**config.mk**
```make
export PLATFORM = sky130hd
export DESIGN_NAME = if_fetch
export DESIGN_NICKNAME = d
export VERILOG_FILES = /design/src/rtl/if_pkg.sv /design/src/rtl/if_fetch_queue.sv /design/src/rtl/if_fetch.sv
export SDC_FILE = /design/constraint.sdc
export NUM_CORES = 1
export LEC_CHECK = 0
export CAP_MARGIN = 10
export CORE_UTILIZATION = 38
export DETAILED_ROUTE_END_ITERATION = 8
export GPL_ROUTABILITY_DRIVEN = 0
export GPL_TIMING_DRIVEN = 1
export PLACE_DENSITY = 0.7
export SLEW_MARGIN = 5
export SYNTH_ARGS = -nofsm -noshare
export SYNTH_HDL_FRONTEND = slang
export SYNTH_SLANG_ARGS = --single-unit
```
**constraint.sdc**
```tcl
create_clock -name clk -period 2.6 [get_ports clk]
set_input_delay 0.65 -clock clk [delete_from_list [all_inputs] [get_ports clk]]
set_output_delay 0.65 -clock clk [all_outputs]
set_load 0.02 [all_outputs]
```
**src/rtl/if_pkg.sv**
```systemverilog
// Shared definitions for the instruction-fetch front end:
// FSM encodings, queue depth and default bus widths.
package if_pkg;

  localparam int IF_QDEPTH = 2;
  localparam int IF_ADDR   = 16;
  localparam int IF_WORD   = 32;

  typedef enum logic [1:0] {
    S_IDLE  = 2'd0,
    S_FETCH = 2'd1,
    S_FLUSH = 2'd2
  } if_state_e;

endpackage

```
**src/rtl/if_fetch_queue.sv**
```systemverilog
// Two-entry FIFO with push/pop/clear, occupancy count and head.
// Ports: clk, rst (async, active-low), clear, push, pop, din, head, count.
module if_fetch_queue
  import if_pkg::*;
#(
  parameter int W = 8
) (
  input  logic         clk,
  input  logic         rst,
  input  logic         clear,
  input  logic         push,
  input  logic         pop,
  input  logic [W-1:0] din,
  output logic [W-1:0] head,
  output logic [1:0]   count
);

  logic [W-1:0] mem [IF_QDEPTH];
  logic         rd_ptr;
  logic         wr_ptr;
  logic         do_push;
  logic         do_pop;

  assign do_pop  = pop && (count != 2'd0);
  // A full queue still accepts a push when the head leaves this cycle.
  assign do_push = push && ((count != 2'(IF_QDEPTH)) || do_pop);
  assign head    = mem[rd_ptr];

  always_ff @(posedge clk or negedge rst) begin
    if (!rst) begin
      for (int i = 0; i < IF_QDEPTH; i++) mem[i] <= '0;
      rd_ptr <= 1'b0;
      wr_ptr <= 1'b0;
      count  <= 2'd0;
    end else if (clear) begin
      rd_ptr <= 1'b0;
      wr_ptr <= 1'b0;
      count  <= 2'd0;
    end else begin
      if (do_push) begin
        mem[wr_ptr] <= din;
        wr_ptr      <= ~wr_ptr;
      end
      if (do_pop) rd_ptr <= ~rd_ptr;
      count <= count + 2'(do_push) - 2'(do_pop);
    end
  end

endmodule

```
**src/rtl/if_fetch.sv**
```systemverilog
// IF-stage fetch front end: credit-limited imem requests, in-order
// response tracking, 2-entry output queue to decode, flush/discard.
// Ports: clk, rst (async, active-low), pc_addr_i, pc_adv_o, flush_i,
//   imem_req_o/addr_o/gnt_i/rvalid_i/rdata_i, id_valid_o/ready_i,
//   id_instr_o, id_pc_o.
// Option: IF_FETCH_BYPASS_EN forwards a response straight to decode
//   when the queue is empty (0-cycle response latency).
module if_fetch
  import if_pkg::*;
#(
  parameter int ADDR = IF_ADDR,
  parameter int WORD = IF_WORD
) (
  input  logic            clk,
  input  logic            rst,
  input  logic [ADDR:0]   pc_addr_i,
  output logic            pc_adv_o,
  input  logic            flush_i,
  output logic            imem_req_o,
  output logic [ADDR:0]   imem_addr_o,
  input  logic            imem_gnt_i,
  input  logic            imem_rvalid_i,
  input  logic [WORD-1:0] imem_rdata_i,
  output logic            id_valid_o,
  input  logic            id_ready_i,
  output logic [WORD-1:0] id_instr_o,
  output logic [ADDR:0]   id_pc_o
);

  localparam int AW = ADDR + 1;
  localparam int EW = AW + WORD;

  if_state_e     state;
  if_state_e     state_d;
  logic [1:0]    discard;
  logic [1:0]    discard_d;
  logic [1:0]    outstanding;
  logic [1:0]    qcount;
  logic [2:0]    credit;
  logic [AW-1:0] rsp_pc;
  logic [EW-1:0] q_head;
  logic          gnt;
  logic          drop;
  logic          bypass;
  logic          q_push;
  logic          q_pop;
  logic          q_valid;

  // Slots in use = in flight + buffered; never exceed the queue depth.
  assign credit      = {1'b0, outstanding} + {1'b0, qcount};
  assign imem_req_o  = (state == S_FETCH) && !flush_i
                    && (credit < 3'(IF_QDEPTH));
  assign imem_addr_o = pc_addr_i;
  assign gnt         = imem_req_o && imem_gnt_i;
  assign pc_adv_o    = gnt;
  assign drop        = imem_rvalid_i && (discard != 2'd0);

  // In-flight PCs; its count is the outstanding-request counter.
  if_fetch_queue #(.W(AW)) u_pcq (
    .clk   (clk),
    .rst   (rst),
    .clear (1'b0),
    .push  (gnt),
    .pop   (imem_rvalid_i),
    .din   (pc_addr_i),
    .head  (rsp_pc),
    .count (outstanding)
  );

  assign q_valid = (qcount != 2'd0);

`ifdef IF_FETCH_BYPASS_EN
  logic byp_hit;
  assign byp_hit    = !q_valid && !flush_i && imem_rvalid_i
                   && (discard == 2'd0);
  assign id_valid_o = q_valid || byp_hit;
  assign id_instr_o = byp_hit ? imem_rdata_i : q_head[WORD-1:0];
  assign id_pc_o    = byp_hit ? rsp_pc : q_head[EW-1:WORD];
  assign bypass     = byp_hit && id_ready_i;
`else
  assign id_valid_o = q_valid;
  assign id_instr_o = q_head[WORD-1:0];
  assign id_pc_o    = q_head[EW-1:WORD];
  assign bypass     = 1'b0;
`endif

  assign q_push = imem_rvalid_i && !drop && !bypass;
  assign q_pop  = q_valid && id_ready_i;

  // Clear wins over a same-cycle push, so a flush drops that response.
  if_fetch_queue #(.W(EW)) u_outq (
    .clk   (clk),
    .rst   (rst),
    .clear (flush_i),
    .push  (q_push),
    .pop   (q_pop),
    .din   ({rsp_pc, imem_rdata_i}),
    .head  (q_head),
    .count (qcount)
  );

  // Everything still in flight at a flush must be swallowed on return.
  always_comb begin
    discard_d = discard;
    if (flush_i) begin
      discard_d = outstanding
                - 2'(imem_rvalid_i && (outstanding != 2'd0));
    end else if (drop) begin
      discard_d = discard - 2'd1;
    end
  end

  always_comb begin
    state_d = state;
    unique case (state)
      S_IDLE:  state_d = S_FETCH;
      S_FETCH: begin
        if (flush_i && (outstanding != 2'd0)) state_d = S_FLUSH;
      end
      S_FLUSH: begin
        if ((discard_d == 2'd0) && !flush_i) state_d = S_FETCH;
      end
      default: state_d = S_IDLE;
    endcase
  end

  always_ff @(posedge clk or negedge rst) begin
    if (!rst) begin
      state   <= S_IDLE;
      discard <= 2'd0;
    end else begin
      state   <= state_d;
      discard <= discard_d;
    end
  end

  a_counters: assert property (@(posedge clk) disable iff (!rst)
    (outstanding <= 2'd2) && (qcount <= 2'd2)
    && (discard <= outstanding));

endmodule

```
==> insert_results.sql <==
INSERT INTO impl_metrics (metric_group, metric, value, unit) VALUES
('critical_path', 'path_delay_family', 'simple AND/OR/NAND/NOR gates', ''),
('critical_path', 'worstPathRequired', '2.90', 'ns'),
('route', 'post-route-drc-count', '0', ''),
('layout', 'post_route_cells_drive_above_1_share', '0.369', ''),
('timing', 'worst_pin_slew', '0.515', 'ns'),
('critical_path', 'timing.critical_path.from_type', 'flop', ''),
('placed_design', 'post-dp-hpwl', '9.01', 'mm'),
('layout', 'instances_no_fill', '844', ''),
('logic_synthesis', 'post-synth-top-area-cell', 'dfrtp_1', ''),
('clock_network', 'clk_pin_slew', '0.06', 'ns'),
('timing', 'slew_headroom', '0.656', ''),
('logic_synthesis', 'netlist.area_leader.share', '0.563', ''),
('floorplan', 'coreArea', '16500', 'um2'),
('critical_path', 'largest_stage_delay_on_the_critical_path', '0.53', 'ns'),
('clock_network', 'ctsRootBufferMaster', 'clkbuf_16', ''),
('clock_network', 'clock_tree_from_tritoncts', 'yes', ''),
('layout', 'layout-area-overhead-vs-synth', '36.8', '%'),
('clock_network', 'cts-hold-fix-buffers', '0', ''),
('global_routing', 'grt_pass1_vias', '4418', ''),
('floorplan', 'placement_rows', '47', ''),
('global_routing', 'largest_net_degree_at_the_start_of_global_routing', '65', ''),
('floorplan', 'design.portCount', '124', ''),
('timing', 'setup_viol_count_final', '38', ''),
('floorplan', 'initial_utilization', '0.387', ''),
('layout', 'final_area', '8750', 'um2'),
('logic_synthesis', 'synth.area.top_cells', 'dfrtp_1, mux2_2, a21oi_1, mux2i_1, nor2_1', ''),
('layout', 'finish.net_count', '671', ''),
('route', 'drt-wirelength-per-cell', '16.9', 'um'),
('critical_path', 'critical-path-slowest-cell', 'or4b_4', ''),
('clock_network', 'ctsLongestPathBuffers', '2', ''),
('timing', 'finalHoldViolCount', '0', ''),
('timing', 'worst_clock_skew', '0.00722', 'ns'),
('timing', 'finalHoldWorstSlack', '0.132', 'ns'),
('logic_synthesis', 'synth-edff-count', '0', ''),
('logic_synthesis', 'postSynthRegisterBits', '144', ''),
('timing', 'finalSetupTns', '-5.01', 'ns'),
('route', 'postRouteWirelength', '14.2', 'mm'),
('status', 'failed_checks', 'setup timing', ''),
('route', 'number_of_antenna_violating_nets_in_the_routed_design', '0', ''),
('clock_network', 'clock_latency', '0.41', 'ns'),
('logic_synthesis', 'asyncSetResetFlopFracSynth', '1.00', ''),
('placed_design', 'numPortBuffers', '123', ''),
('pwr', 'static_leakage', '3.86', 'nW'),
('global_routing', 'antenna_found_initial', '0', ''),
('logic_synthesis', 'syn_area_per_cell', '13.5', 'um2'),
('run', 'maxCapViolCount', '0', ''),
('pwr', 'design_power_total', '11.2', 'mW'),
('timing', 'unrepaired_setup_endpoints_after_global_routing', 'true', ''),
('logic_synthesis', 'synth.most_common_cell', 'mux2_2', ''),
('layout', 'register_area', '3600', 'um2'),
('logic_synthesis', 'yosys-top-cells-count', 'mux2_2, dfrtp_1, nor2_1', ''),
('floorplan', 'fp.dieW', '132', 'um'),
('timing', 'post-route-worst-setup-slack', '-0.213', 'ns'),
('route', 'drt_pre_antenna_iters', '6', ''),
('layout', 'multiInputGateArea', '2580', 'um2'),
('logic_synthesis', 'gate_count_of_the_mapped_netlist', '474', ''),
('global_routing', 'grt_first_pass_wirelength', '22.7', 'mm'),
('clock_network', 'cts_inserted_buffers', '17', ''),
('critical_path', 'path_max_fanout', '4', ''),
('critical_path', 'timing.critical_path.arrival', '3.11', 'ns'),
('route', 'drt-vias-per-instance', '4.97', ''),
('critical_path', 'worstSetupEndpointType', 'flop', ''),
('clock_network', 'tritoncts_num_sinks', '144', ''),
('timing', 'final.period_utilization', '1.08', ''),
('logic_synthesis', 'synthDistinctLibCells', '35', ''),
('critical_path', 'critical_path_class', 'flop to flop', ''),
('critical_path', 'crit_path_frequent_cell', 'buf_6', ''),
('status', 'status', 'finished, violations left', ''),
('global_routing', 'grtUsageTotal', '0.168', ''),
('pwr', 'power-per-cell-area', '1280', 'nW/um2'),
('placed_design', 'postPlaceCellArea', '7970', 'um2');
placed cells by master, fill, tap and decap left out, drive strengths merged:
master | netlist | layout
a211oi | 1 | 1
a21boi | 1 | 1
a21oi | 35 | 35
a31oi | 1 | 1
and2 | 1 | 1
and4b | 1 | 1
buf | 37 | 37
bufbuf | 0 | 1
bufinv | 0 | 3
clkbuf | 5 | 26
clkdlybuf4s50 | 0 | 71
clkinv | 0 | 2
clkinvlp | 0 | 2
dfrtp | 144 | 144
dlygate4sd2 | 0 | 45
dlymetal6s2s | 0 | 4
fa | 1 | 1
ha | 4 | 4
inv | 6 | 6
mux2 | 148 | 148
mux2i | 17 | 17
nand2 | 2 | 3
nand2b | 4 | 4
nand3 | 1 | 1
nor2 | 41 | 41
nor2b | 1 | 1
nor3 | 1 | 1
nor3b | 2 | 2
nor4 | 3 | 3
nor4b | 1 | 1
o21ai | 5 | 5
o22ai | 1 | 1
or2 | 1 | 1
or4b | 1 | 1
xnor2 | 6 | 6
xor2 | 2 | 2
cell families after synthesis:
| group | after synthesis | share of synthesized area |
|---|---|---|
| xor+xnor | 8 | 0.0110 |
| mux | 165 | 0.288 |
| fa+ha+maj | 5 | 0.0110 |
| flops | 144 | 0.563 |
| simple gates | 60 | 0.0493 |
| compound gates | 44 | 0.0356 |
| buf+inv | 48 | 0.0424 |
routing by layer:
layer | share of wire | global-route usage | vias up | wire (um)
met2 | 0.50 | 0.280 | 122 | 7090
li1 | - | - | 1914 | -
met5 | 0 | 0 | - | 0
met1 | 0.45 | 0.214 | 2141 | 6360
met4 | 0.012 | 0.0510 | 0 | 176
met3 | 0.044 | 0.0446 | 17 | 620
through the flow:
step                 util  worst slack, ns
floorplan               -          -0.0140
global placement    0.483           -0.308
detailed placement  0.483           -0.339
CTS                 0.523           -0.230
global route        0.530           -0.273
finish              0.530           -0.213
repair_timing:
| item | 4_1_cts | 5_1_grt |
|---|---|---|
| pin swaps | 5 | 3 |
| resized for setup | 64 | 10 |
| gates cloned | 2 | 2 |
| setup buffers | 2 | 4 |
| setup endpoints to repair | 82 | 40 |
registers in the layout, summed over array words and instances (netlist names):
register and cells:
u_outq.mem 98, u_pcq.mem 34, discard 2, state 2
u_outq.count 2, u_pcq.count 2, u_outq.rd_ptr 1, u_outq.wr_ptr 1
u_pcq.rd_ptr 1, u_pcq.wr_ptr 1
path summary, 6_finish.rpt:
| kind | from | cells past startpoint | endpoint | slack (ns) |
|---|---|---|---|---|
| setup / recovery | u_pcq.count[0] | 10 | u_pcq.mem[20] | -0.21 |
| hold / removal | rst | 1 | u_outq.count[1] | 0.13 |
| setup reg to reg | u_pcq.count[0] | 10 | u_pcq.mem[20] | -0.21 |
| hold reg to reg | u_outq.mem[67] | 1 | u_outq.mem[67] | 0.50 |
| max in group asynchronous | rst | 2 | u_outq.mem[77] | 1.78 |
| min in group clk | u_outq.mem[67] | 1 | u_outq.mem[67] | 0.50 |
where the power goes:
part / switching, mW / leakage, nW / internal, mW
sequential: 0.590 / 1.74 / 3.33
combinational: 2.25 / 1.81 / 2.46
clock: 0.903 / 0.306 / 1.67
final cells by class:
class,count,share of cell area
Clock inverter,7,0.0140
Multi-Input combinational cell,283,0.295
Inverter,6,0.00257
Timing Repair Buffer,159,0.186
Sequential cell,144,0.412
Tap cell,220,0.0314
Clock buffer,25,0.0589
Power figures use the tool's default switching activity.
